$ cat src/rtl/wisc_pkg.sv
// Shared WISC definitions: opcodes, the bubble word and the fetch-stage state type.
package wisc_pkg;

  localparam logic [3:0] OP_SW  = 4'h9;
  localparam logic [3:0] OP_B   = 4'hC;
  localparam logic [3:0] OP_BR  = 4'hD;
  localparam logic [3:0] OP_PCS = 4'hE;
  localparam logic [3:0] OP_HLT = 4'hF;

  // ADD r0,r0,r0: the decoder suppresses the write to r0, so this is a true no-op.
  localparam logic [15:0] NOP_INSTR = 16'h0000;

  typedef enum logic [1:0] {
    FETCH = 2'd0,
    HOLD  = 2'd1,
    KILL  = 2'd2,
    HALT  = 2'd3
  } fetch_state_t;

  function automatic logic is_hlt(input logic [3:0] opcode);
    return opcode == OP_HLT;
  endfunction

endpackage

$ cat src/rtl/fetch_stage_if.sv
// Instruction-memory request/response handshake between the fetch stage and imem.
interface fetch_stage_if;
  logic        imem_req;
  logic [15:0] imem_addr;
  logic        imem_rdy;
  logic [15:0] imem_data;

  modport master (output imem_req, output imem_addr, input imem_rdy, input imem_data);
  modport slave  (input imem_req, input imem_addr, output imem_rdy, output imem_data);
endinterface

$ cat src/rtl/fetch_stage_if_id_reg.sv
// IF/ID pipeline register: flush beats load, and neither means hold.
module if_id_reg #(
  parameter logic [15:0] NOP_INSTR = 16'h0000
) (
  input  logic        clk,
  input  logic        rst,
  input  logic        load,
  input  logic        flush,
  input  logic [15:0] instr_in,
  input  logic [15:0] pc_plus2_in,
  output logic [15:0] instr,
  output logic [15:0] pc_plus2,
  output logic        valid
);

  logic [15:0] instr_reg;
  logic [15:0] pc_plus2_reg;
  logic        valid_reg;

  // A bubble carries pc_plus2 = 0, the same value the register wakes up with.
  always_ff @(posedge clk) begin
    if (rst || flush) begin
      instr_reg    <= NOP_INSTR;
      pc_plus2_reg <= 16'h0000;
      valid_reg    <= 1'b0;
    end else if (load) begin
      instr_reg    <= instr_in;
      pc_plus2_reg <= pc_plus2_in;
      valid_reg    <= 1'b1;
    end
  end

  assign instr    = instr_reg;
  assign pc_plus2 = pc_plus2_reg;
  assign valid    = valid_reg;

endmodule

$ cat src/rtl/fetch_stage.sv
// WISC instruction-fetch stage: PC, imem handshake, stall hold buffer, redirect and HLT.
// Optional FETCH_WAIT_CNT_EN adds a saturating count of cycles spent waiting on imem.
module fetch_stage #(
  parameter logic [15:0] RESET_PC  = 16'h0000,
  parameter logic [15:0] NOP_INSTR = wisc_pkg::NOP_INSTR
) (
  input  logic                 clk,
  input  logic                 rst,
  fetch_stage_if.master        imem,
  input  logic                 stall,
  input  logic                 redirect,
  input  logic [15:0]          redirect_pc,
  output logic [15:0]          if_id_instr,
  output logic [15:0]          if_id_pc_plus2,
  output logic                 if_id_valid,
  output logic [15:0]          pc,
  output logic                 halted
`ifdef FETCH_WAIT_CNT_EN
  ,
  output logic [15:0]          fetch_wait_cnt
`endif
);

  import wisc_pkg::*;

  fetch_state_t state_reg, state_next;
  logic [15:0]  pc_reg, pc_next;
  logic [15:0]  kill_addr_reg, kill_addr_next;
  logic [15:0]  hold_instr_reg, hold_instr_next;
  logic [15:0]  hold_pc2_reg, hold_pc2_next;
  logic         req_reg, req_next;
  logic         halted_reg, halted_next;

  logic         ifid_load, ifid_flush;
  logic [15:0]  ifid_instr_in, ifid_pc2_in;
  logic         accept;
  logic [15:0]  pc_plus2;
  logic [15:0]  addr_out;
  logic         redirect_pc_unused;

  assign redirect_pc_unused = redirect_pc[0];
  assign accept   = req_reg & imem.imem_rdy;
  assign pc_plus2 = pc_reg + 16'd2;
  // While a stale request drains, the address must stay where it was issued.
  assign addr_out = (state_reg == KILL) ? kill_addr_reg : pc_reg;

  always_comb begin
    state_next      = state_reg;
    pc_next         = pc_reg;
    kill_addr_next  = kill_addr_reg;
    hold_instr_next = hold_instr_reg;
    hold_pc2_next   = hold_pc2_reg;
    halted_next     = halted_reg;
    ifid_load       = 1'b0;
    ifid_flush      = 1'b0;
    ifid_instr_in   = imem.imem_data;
    ifid_pc2_in     = pc_plus2;

    if (redirect) begin
      pc_next         = {redirect_pc[15:1], 1'b0};
      ifid_flush      = 1'b1;
      hold_instr_next = NOP_INSTR;
      hold_pc2_next   = 16'h0000;
      halted_next     = 1'b0;
      kill_addr_next  = addr_out;
      state_next      = (req_reg && !imem.imem_rdy) ? KILL : FETCH;
    end else begin
      case (state_reg)
        FETCH: begin
          if (accept) begin
            if (!is_hlt(imem.imem_data[15:12])) pc_next = pc_plus2;
            if (stall) begin
              hold_instr_next = imem.imem_data;
              hold_pc2_next   = pc_plus2;
              state_next      = HOLD;
            end else begin
              ifid_load = 1'b1;
              if (is_hlt(imem.imem_data[15:12])) begin
                state_next  = HALT;
                halted_next = 1'b1;
              end
            end
          end else if (!stall) begin
            ifid_flush = 1'b1;
          end
        end
        HOLD: begin
          if (!stall) begin
            ifid_load       = 1'b1;
            ifid_instr_in   = hold_instr_reg;
            ifid_pc2_in     = hold_pc2_reg;
            hold_instr_next = NOP_INSTR;
            hold_pc2_next   = 16'h0000;
            if (is_hlt(hold_instr_reg[15:12])) begin
              state_next  = HALT;
              halted_next = 1'b1;
            end else begin
              state_next = FETCH;
            end
          end
        end
        KILL: begin
          if (!stall) ifid_flush = 1'b1;
          if (accept) state_next = FETCH;
        end
        HALT: begin
          state_next = HALT;
        end
        default: state_next = FETCH;
      endcase
    end

    req_next = (state_next == FETCH) || (state_next == KILL);
  end

  always_ff @(posedge clk) begin
    if (rst) begin
      state_reg      <= FETCH;
      pc_reg         <= {RESET_PC[15:1], 1'b0};
      kill_addr_reg  <= 16'h0000;
      hold_instr_reg <= NOP_INSTR;
      hold_pc2_reg   <= 16'h0000;
      req_reg        <= 1'b0;
      halted_reg     <= 1'b0;
    end else begin
      state_reg      <= state_next;
      pc_reg         <= pc_next;
      kill_addr_reg  <= kill_addr_next;
      hold_instr_reg <= hold_instr_next;
      hold_pc2_reg   <= hold_pc2_next;
      req_reg        <= req_next;
      halted_reg     <= halted_next;
    end
  end

  if_id_reg #(.NOP_INSTR(NOP_INSTR)) u_if_id (
    .clk         (clk),
    .rst         (rst),
    .load        (ifid_load),
    .flush       (ifid_flush),
    .instr_in    (ifid_instr_in),
    .pc_plus2_in (ifid_pc2_in),
    .instr       (if_id_instr),
    .pc_plus2    (if_id_pc_plus2),
    .valid       (if_id_valid)
  );

  assign imem.imem_req  = req_reg;
  assign imem.imem_addr = {addr_out[15:1], 1'b0};
  assign pc             = pc_reg;
  assign halted         = halted_reg;

`ifdef FETCH_WAIT_CNT_EN
  logic [15:0] wait_cnt_reg;

  always_ff @(posedge clk) begin
    if (rst) begin
      wait_cnt_reg <= 16'h0000;
    end else if (req_reg && !imem.imem_rdy && (wait_cnt_reg != 16'hFFFF)) begin
      wait_cnt_reg <= wait_cnt_reg + 16'd1;
    end
  end

  assign fetch_wait_cnt = wait_cnt_reg;
`endif

endmodule

$ cat src/flat_wrapper.sv
// flat-port wrapper written by rule: the top's interface ports become plain ports
module fetch_stage_flat import wisc_pkg::*;
#(
  parameter logic [15:0] RESET_PC  = 16'h0000,
  parameter logic [15:0] NOP_INSTR = wisc_pkg::NOP_INSTR
)
  (clk, rst, stall, redirect, redirect_pc, if_id_instr, if_id_pc_plus2, if_id_valid, pc, halted, imem_imem_req, imem_imem_addr, imem_imem_rdy, imem_imem_data);
  fetch_stage_if imem_i ();
  input  logic clk;
  input  logic rst;
  input  logic stall;
  input  logic redirect;
  input  logic [15:0] redirect_pc;
  output logic [15:0] if_id_instr;
  output logic [15:0] if_id_pc_plus2;
  output logic if_id_valid;
  output logic [15:0] pc;
  output logic halted;
  output wire logic [$bits(imem_i.imem_req)-1:0] imem_imem_req;
  output wire logic [$bits(imem_i.imem_addr)-1:0] imem_imem_addr;
  input wire logic [$bits(imem_i.imem_rdy)-1:0] imem_imem_rdy;
  input wire logic [$bits(imem_i.imem_data)-1:0] imem_imem_data;
  assign imem_imem_req = imem_i.imem_req;
  assign imem_imem_addr = imem_i.imem_addr;
  assign imem_i.imem_rdy = imem_imem_rdy;
  assign imem_i.imem_data = imem_imem_data;
  fetch_stage #(.RESET_PC(RESET_PC), .NOP_INSTR(NOP_INSTR)) u_core (.clk(clk), .rst(rst), .imem(imem_i), .stall(stall), .redirect(redirect), .redirect_pc(redirect_pc), .if_id_instr(if_id_instr), .if_id_pc_plus2(if_id_pc_plus2), .if_id_valid(if_id_valid), .pc(pc), .halted(halted));
endmodule
$ cat config.mk
export PLATFORM = sky130hd
export DESIGN_NAME = fetch_stage_flat
export DESIGN_NICKNAME = d
export VERILOG_FILES = /design/src/rtl/wisc_pkg.sv /design/src/rtl/fetch_stage_if.sv /design/src/rtl/fetch_stage_if_id_reg.sv /design/src/rtl/fetch_stage.sv /design/src/flat_wrapper.sv
export SDC_FILE = /design/constraint.sdc
export NUM_CORES = 1
export LEC_CHECK = 0
export ABC_AREA = 1
export CAP_MARGIN = 15
export CORE_MARGIN = 2
export CORE_UTILIZATION = 48
export CTS_BUF_LIST = sky130_fd_sc_hd__clkbuf_8
export DETAILED_ROUTE_END_ITERATION = 6
export PLACE_DENSITY = 0.79
export SLEW_MARGIN = 20
export SYNTH_ARGS = -nofsm -noshare
export SYNTH_HDL_FRONTEND = slang
export SYNTH_SLANG_ARGS = --single-unit
$ cat constraint.sdc
create_clock -name clk -period 1.48 [get_ports clk]
set_clock_uncertainty 0.2 [all_clocks]
set_input_delay 0.148 -clock clk [delete_from_list [all_inputs] [get_ports clk]]
set_output_delay 0.148 -clock clk [all_outputs]
set_load 0.05 [all_outputs]
==> impl_metrics.py, run 1 <==
metrics = {
    "synthesis": {
        "synth_top_cell_by_area": "dfxtp_1",
        "synth_top_area_share_pct": 40.85,
        "ys_warn_count": 0,
        "synth_seq_area_share_pct": 40.85,
        "synthSimpleGateAreaFrac_pct": 28.62,
        "postSynthAreaPerCell_um2": 6.693,
        "synth_xor_xnor_area_share_pct": 0.7220,
        "synth_compound_area_share_pct": 20.04,
        "synth_top_family_by_area": "simple AND/OR/NAND/NOR gates",
        "ys_async_sr_fraction_pct": 0,
        "synth.cell_area_um2": 4852,
        "synthAdderAreaFrac_pct": 0.2579,
        "ys_types": 37,
        "synth_area_leaders": "dfxtp_1, nand2_1, o21ai_0, a21oi_1, inv_1",
        "synth_enable_flop_cells": 0,
        "synthMuxAreaShare_pct": 0,
        "syn_inst": 725,
        "synth_seq_cells": 99,
        "synth-main-ff-cell": "dfxtp_1",
    },
    "global_route": {
        "grt_max_degree": 34,
        "gr-usage-all-layers_pct": 85.45,
        "grt_overflow": 304,
    },
    "floorplan": {
        "die_y_um": 104.5,
        "die_x_um": 104.5,
        "row_count": 36,
        "start_util_pct": 49.64,
        "io_pins": 104,
    },
    "clock_network": {
        "htreeDepth": 3,
        "cts_hold_buf": 0,
        "clock_path_buffers": 2,
        "cts-buffers-inserted": 9,
        "cts_root_buf": "clkbuf_8",
        "cts.sinks": 99,
    },
    "placed_design": {
        "dp_slack_ns": -0.8488,
        "io_buffers": 100,
        "place_hpwl_um": 10990,
        "routabilityCongestion": 0.9122,
        "dp_cells": 994,
    },
    "sta": {
        "worstEndpointType": "register input",
        "crit_endpoint": "u_core.pc[12]$_SDFFE_PP0P_/D",
    },
    "outcome": {
        "haltStage": "5_1_grt",
        "status": "aborted with a tool error",
        "firstError": "[ERROR GRT-0232] Routing congestion too high. Check the congestion heatmap in the GUI.",
    },
}
-- cells in the mapped netlist, types with 2 or more instances --
library cell,number
inv_1,61
buf_2,14
nand4_1,7
nor2_8,2
o22ai_1,2
a22oi_1,2
a21oi_1,51
nor2_4,3
buf_1,4
nand3_1,31
or2_2,3
o21a_1,2
a31oi_1,27
o21ai_1,2
nand2_1,260
xor2_1,3
clkbuf_2,2
nor2_1,18
inv_2,3
o31ai_1,2
nor2_2,3
buf_6,2
clkbuf_1,15
dfxtp_1,99
o21ai_0,91
buf_4,5
-- kinds of logic after synthesis --
| logic type | count (synthesis) |
|---|---|
| AND/OR/NAND/NOR | 331 |
| adder cells (fa/ha/maj) | 1 |
| other | 1 |
| buffers and inverters | 107 |
| AO/OA/AOI/OAI | 182 |
| XOR/XNOR | 4 |
| flip-flops | 99 |
-- metrics by stage --
stage	hold slack, ns	instance area [um2]
after floorplan	0.05242	5026
after global placement	0.2354	7274
after detailed placement	0.2419	7274
after CTS	0.1576	8897
-- repair_timing --
item	in CTS
buffers inserted	30
hold endpoints to repair	0
resized for setup	177
pin swaps	40
setup endpoints to repair	101
cloned	16
-- routing by layer --
layer | overflow | GRT usage (%)
met5 | 0 | 7.619
met4 | 80 | 92.57
met3 | 1 | 66.63
met2 | 221 | 104.8
met1 | 2 | 84.56
==> inputs of run 2 (changes only) <==
--- a/config.mk
+++ b/config.mk
@@ -8,10 +8,9 @@
 export ABC_AREA = 1
 export CAP_MARGIN = 15
 export CORE_MARGIN = 2
-export CORE_UTILIZATION = 48
-export CTS_BUF_LIST = sky130_fd_sc_hd__clkbuf_8
+export CORE_UTILIZATION = 35
 export DETAILED_ROUTE_END_ITERATION = 6
-export PLACE_DENSITY = 0.79
+export PLACE_DENSITY_LB_ADDON = 0.15
 export SLEW_MARGIN = 20
 export SYNTH_ARGS = -nofsm -noshare
 export SYNTH_HDL_FRONTEND = slang
==> constraint.sdc (replaced) <==
create_clock -name clk -period 1.9 [get_ports clk]
set_clock_uncertainty 0.2 [all_clocks]
set_input_delay 0.19 -clock clk [delete_from_list [all_inputs] [get_ports clk]]
set_output_delay 0.19 -clock clk [all_outputs]
set_load 0.05 [all_outputs]
==> run 2 against run 1 <==
Net effect:
- the flow now finishes without violations
- area after synthesis did not move
- synthesized cell count did not move
==> impl_metrics.py, run 2 <==
metrics = {
    "outcome": {
        "status": "finished clean",
    },
    "worst_hold_path": {
        "hold_depth": 3,
        "min_delay_worst_endpoint": "u_core.pc[3]",
        "hp-start": "redirect_pc[3]",
        "hp-class": "input port to register",
    },
    "detailed_routing": {
        "dr_total_vias": 5053,
        "wire_per_inst_um": 13.86,
        "drt_iter0_markers": 313,
        "wl_um": 14270,
        "first_pass_iters": 5,
        "drc_errors": 0,
        "avgViaCountPerCell": 4.911,
        "ant_nets": 0,
    },
    "synthesis": {
        "synth_top_area_share_pct": 40.85,
        "synth_seq_area_share_pct": 40.85,
        "ys_async_sr_fraction_pct": 0,
        "syn_inst": 725,
        "ys_warn_count": 0,
        "synth.top_cells.by_count": "nand2_1, dfxtp_1, o21ai_0, inv_1, a21oi_1",
        "synth_enable_flop_cells": 0,
        "synth_area_leaders": "dfxtp_1, nand2_1, o21ai_0, a21oi_1, inv_1",
        "synth.cell_area_um2": 4852,
        "synth_seq_cells": 99,
        "postSynthAreaPerCell_um2": 6.693,
        "yosysMostFrequentCell": "nand2_1",
        "ys_types": 37,
        "synth-main-ff-cell": "dfxtp_1",
        "synth_top_cell_by_area": "dfxtp_1",
    },
    "floorplan": {
        "die_y_um": 121.7,
        "io_pins": 104,
        "fp.coreArea_um2": 13720,
        "die_area_um2": 14820,
        "die_x_um": 121.7,
        "row_count": 43,
        "start_util_pct": 35.37,
    },
    "clock_network": {
        "cts-buffers-inserted": 9,
        "cts_hold_buf": 0,
        "cts_tree": "built",
        "htreeDepth": 3,
        "clk_pin_slew_ns": 0.07,
        "clock_latency_ns": 0.36,
        "cts.sinks": 99,
        "clock_path_buffers": 2,
        "cts_root_buf": "clkbuf_16",
    },
    "final_layout": {
        "utilization_pct": 51.10,
        "syn_to_final_growth_pct": 44.48,
        "stdcell_count": 1029,
        "final_nets": 882,
        "final_common_cell": "nand2_1",
        "diodes": 0,
        "final_cell_mix": "nand2_1, dfxtp_1, o21ai_0",
        "layout-drive-gt1-share_pct": 19.55,
        "fill_cells": 1320,
    },
    "placed_design": {
        "routabilityCongestion": 0.9009,
        "io_buffers": 100,
        "place_hpwl_um": 10040,
        "dp_cells": 1011,
    },
    "sta": {
        "hold_viol": 0,
        "period_needed_ns": 1.864,
        "timing.final.crit_share_pct": 98.10,
        "drv_slew": 0,
        "max_freq_mhz": 536.5,
        "final-setup-viol-count": 0,
        "max_slew_margin_pct": 66.18,
        "tightestPinTransition_ns": 0.5065,
        "totalNegativeSetupSlack_ns": 0,
    },
    "global_route": {
        "grt_max_degree": 40,
        "grt_pass1_wl_um": 23250,
        "grt_overflow": 0,
        "grt_antenna_before_repair": 0,
        "grt_pass1_vias": 4703,
        "gr-usage-all-layers_pct": 19.77,
    },
    "power_and_ir_drop": {
        "ir_drop_v": 0.0004334,
        "power_density_nw_per_um2": 767.3,
        "total_leakage_power_uw": 0.003234,
        "power_uw": 5379,
    },
    "critical_path": {
        "worstPathRequired_ns": 1.51,
        "cp_max_fo": 15,
        "cp-end-kind": "output pin",
        "timing.rr.start": "u_core.pc[2]",
        "start_kind": "register",
        "critPathLaunch": "u_core.state_reg[0]",
        "cp_data_arrival_time_ns": 1.47,
        "path_class": "register to output pin",
        "r2r_cells": 8,
        "timing.rr.end": "u_core.u_if_id.pc_plus2[7]",
        "ff2ff_setup_slack_ns": 0.14,
    },
    "job": {
        "maxCapViolations": 0,
    },
}
## run 2: worst max-delay path by stage
stage                                       end  slack, ns  depth (start not counted)
floorplan           u_core.u_if_id.pc_plus2[11]       0.05                          8
global placement        u_core.hold_pc2_reg[11]      -0.03                          8
detailed placement       u_core.hold_pc2_reg[9]      -0.08                          8
CTS                             if_id_instr[13]      0.003                          1
global route                  imem_imem_addr[9]     -0.005                          7
finish                        imem_imem_addr[3]       0.04                          6
## run 2: through the flow
step | area, um2 | setup slack, ns | hold WS [ns]
floorplan | 4866 | 0.05315 | 0.09443
global placement | 6449 | -0.03474 | 0.2326
detailed placement | 6449 | -0.07651 | 0.2395
CTS | 6895 | 0.002810 | 0.1962
global route | 7010 | -0.004578 | 0.2304
finish | 7010 | 0.03605 | 0.2064
## run 2: cell families after synthesis
logic type      share of synthesized area [%]
buf+inv                                 9.438
fa+ha+maj                              0.2578
other cells                           0.07729
simple gates                            28.62
compound gates                          20.04
flops                                   40.85
xor+xnor                               0.7222
## run 2: final cells by class
cell class | instances | area [um2] | share of cell area, %
Clock buffer | 9 | 225.2 | 3.213
Clock inverter | 7 | 125.1 | 1.785
Inverter | 65 | 249.0 | 3.552
Multi-Input combinational cell | 520 | 2550 | 36.37
Sequential cell | 99 | 1999 | 28.52
Tap cell | 180 | 225.2 | 3.213
Timing Repair Buffer | 149 | 1637 | 23.34
## run 2: power by group
group	leakage (uW)	switching (uW)	internal (uW)	total, uW
clock	0.000170	844	1300	2140
sequential	0.000807	54.7	2130	2180
combinational	0.00226	624	430	1050
## run 2: layer usage
metal | vias to the layer above | routed length, um | GRT usage, %
li1 | 2602 | - | -
met1 | 2294 | 7006 | 27.46
met2 | 142 | 6212 | 30.20
met3 | 15 | 803 | 3.933
met4 | 0 | 244 | 7.615
met5 | - | 0 | 0
## run 2: repair_timing
item,CTS,global route
endpoints found under the setup margin,19,37
setup buffers,0,1
gates cloned,1,0
hold endpoints to repair,0,0
pin swaps,0,1
gates resized for setup,38,29
## run 2: critical path: stages, from the launching register on
cell	delay, ns
dfxtp_4	0.36
inv_4	0.09
nand2_4	0.09
buf_16	0.17
o21ai_1	0.15
inv_1	0.09
buf_12	0.15
Power figures use the tool's default switching activity.
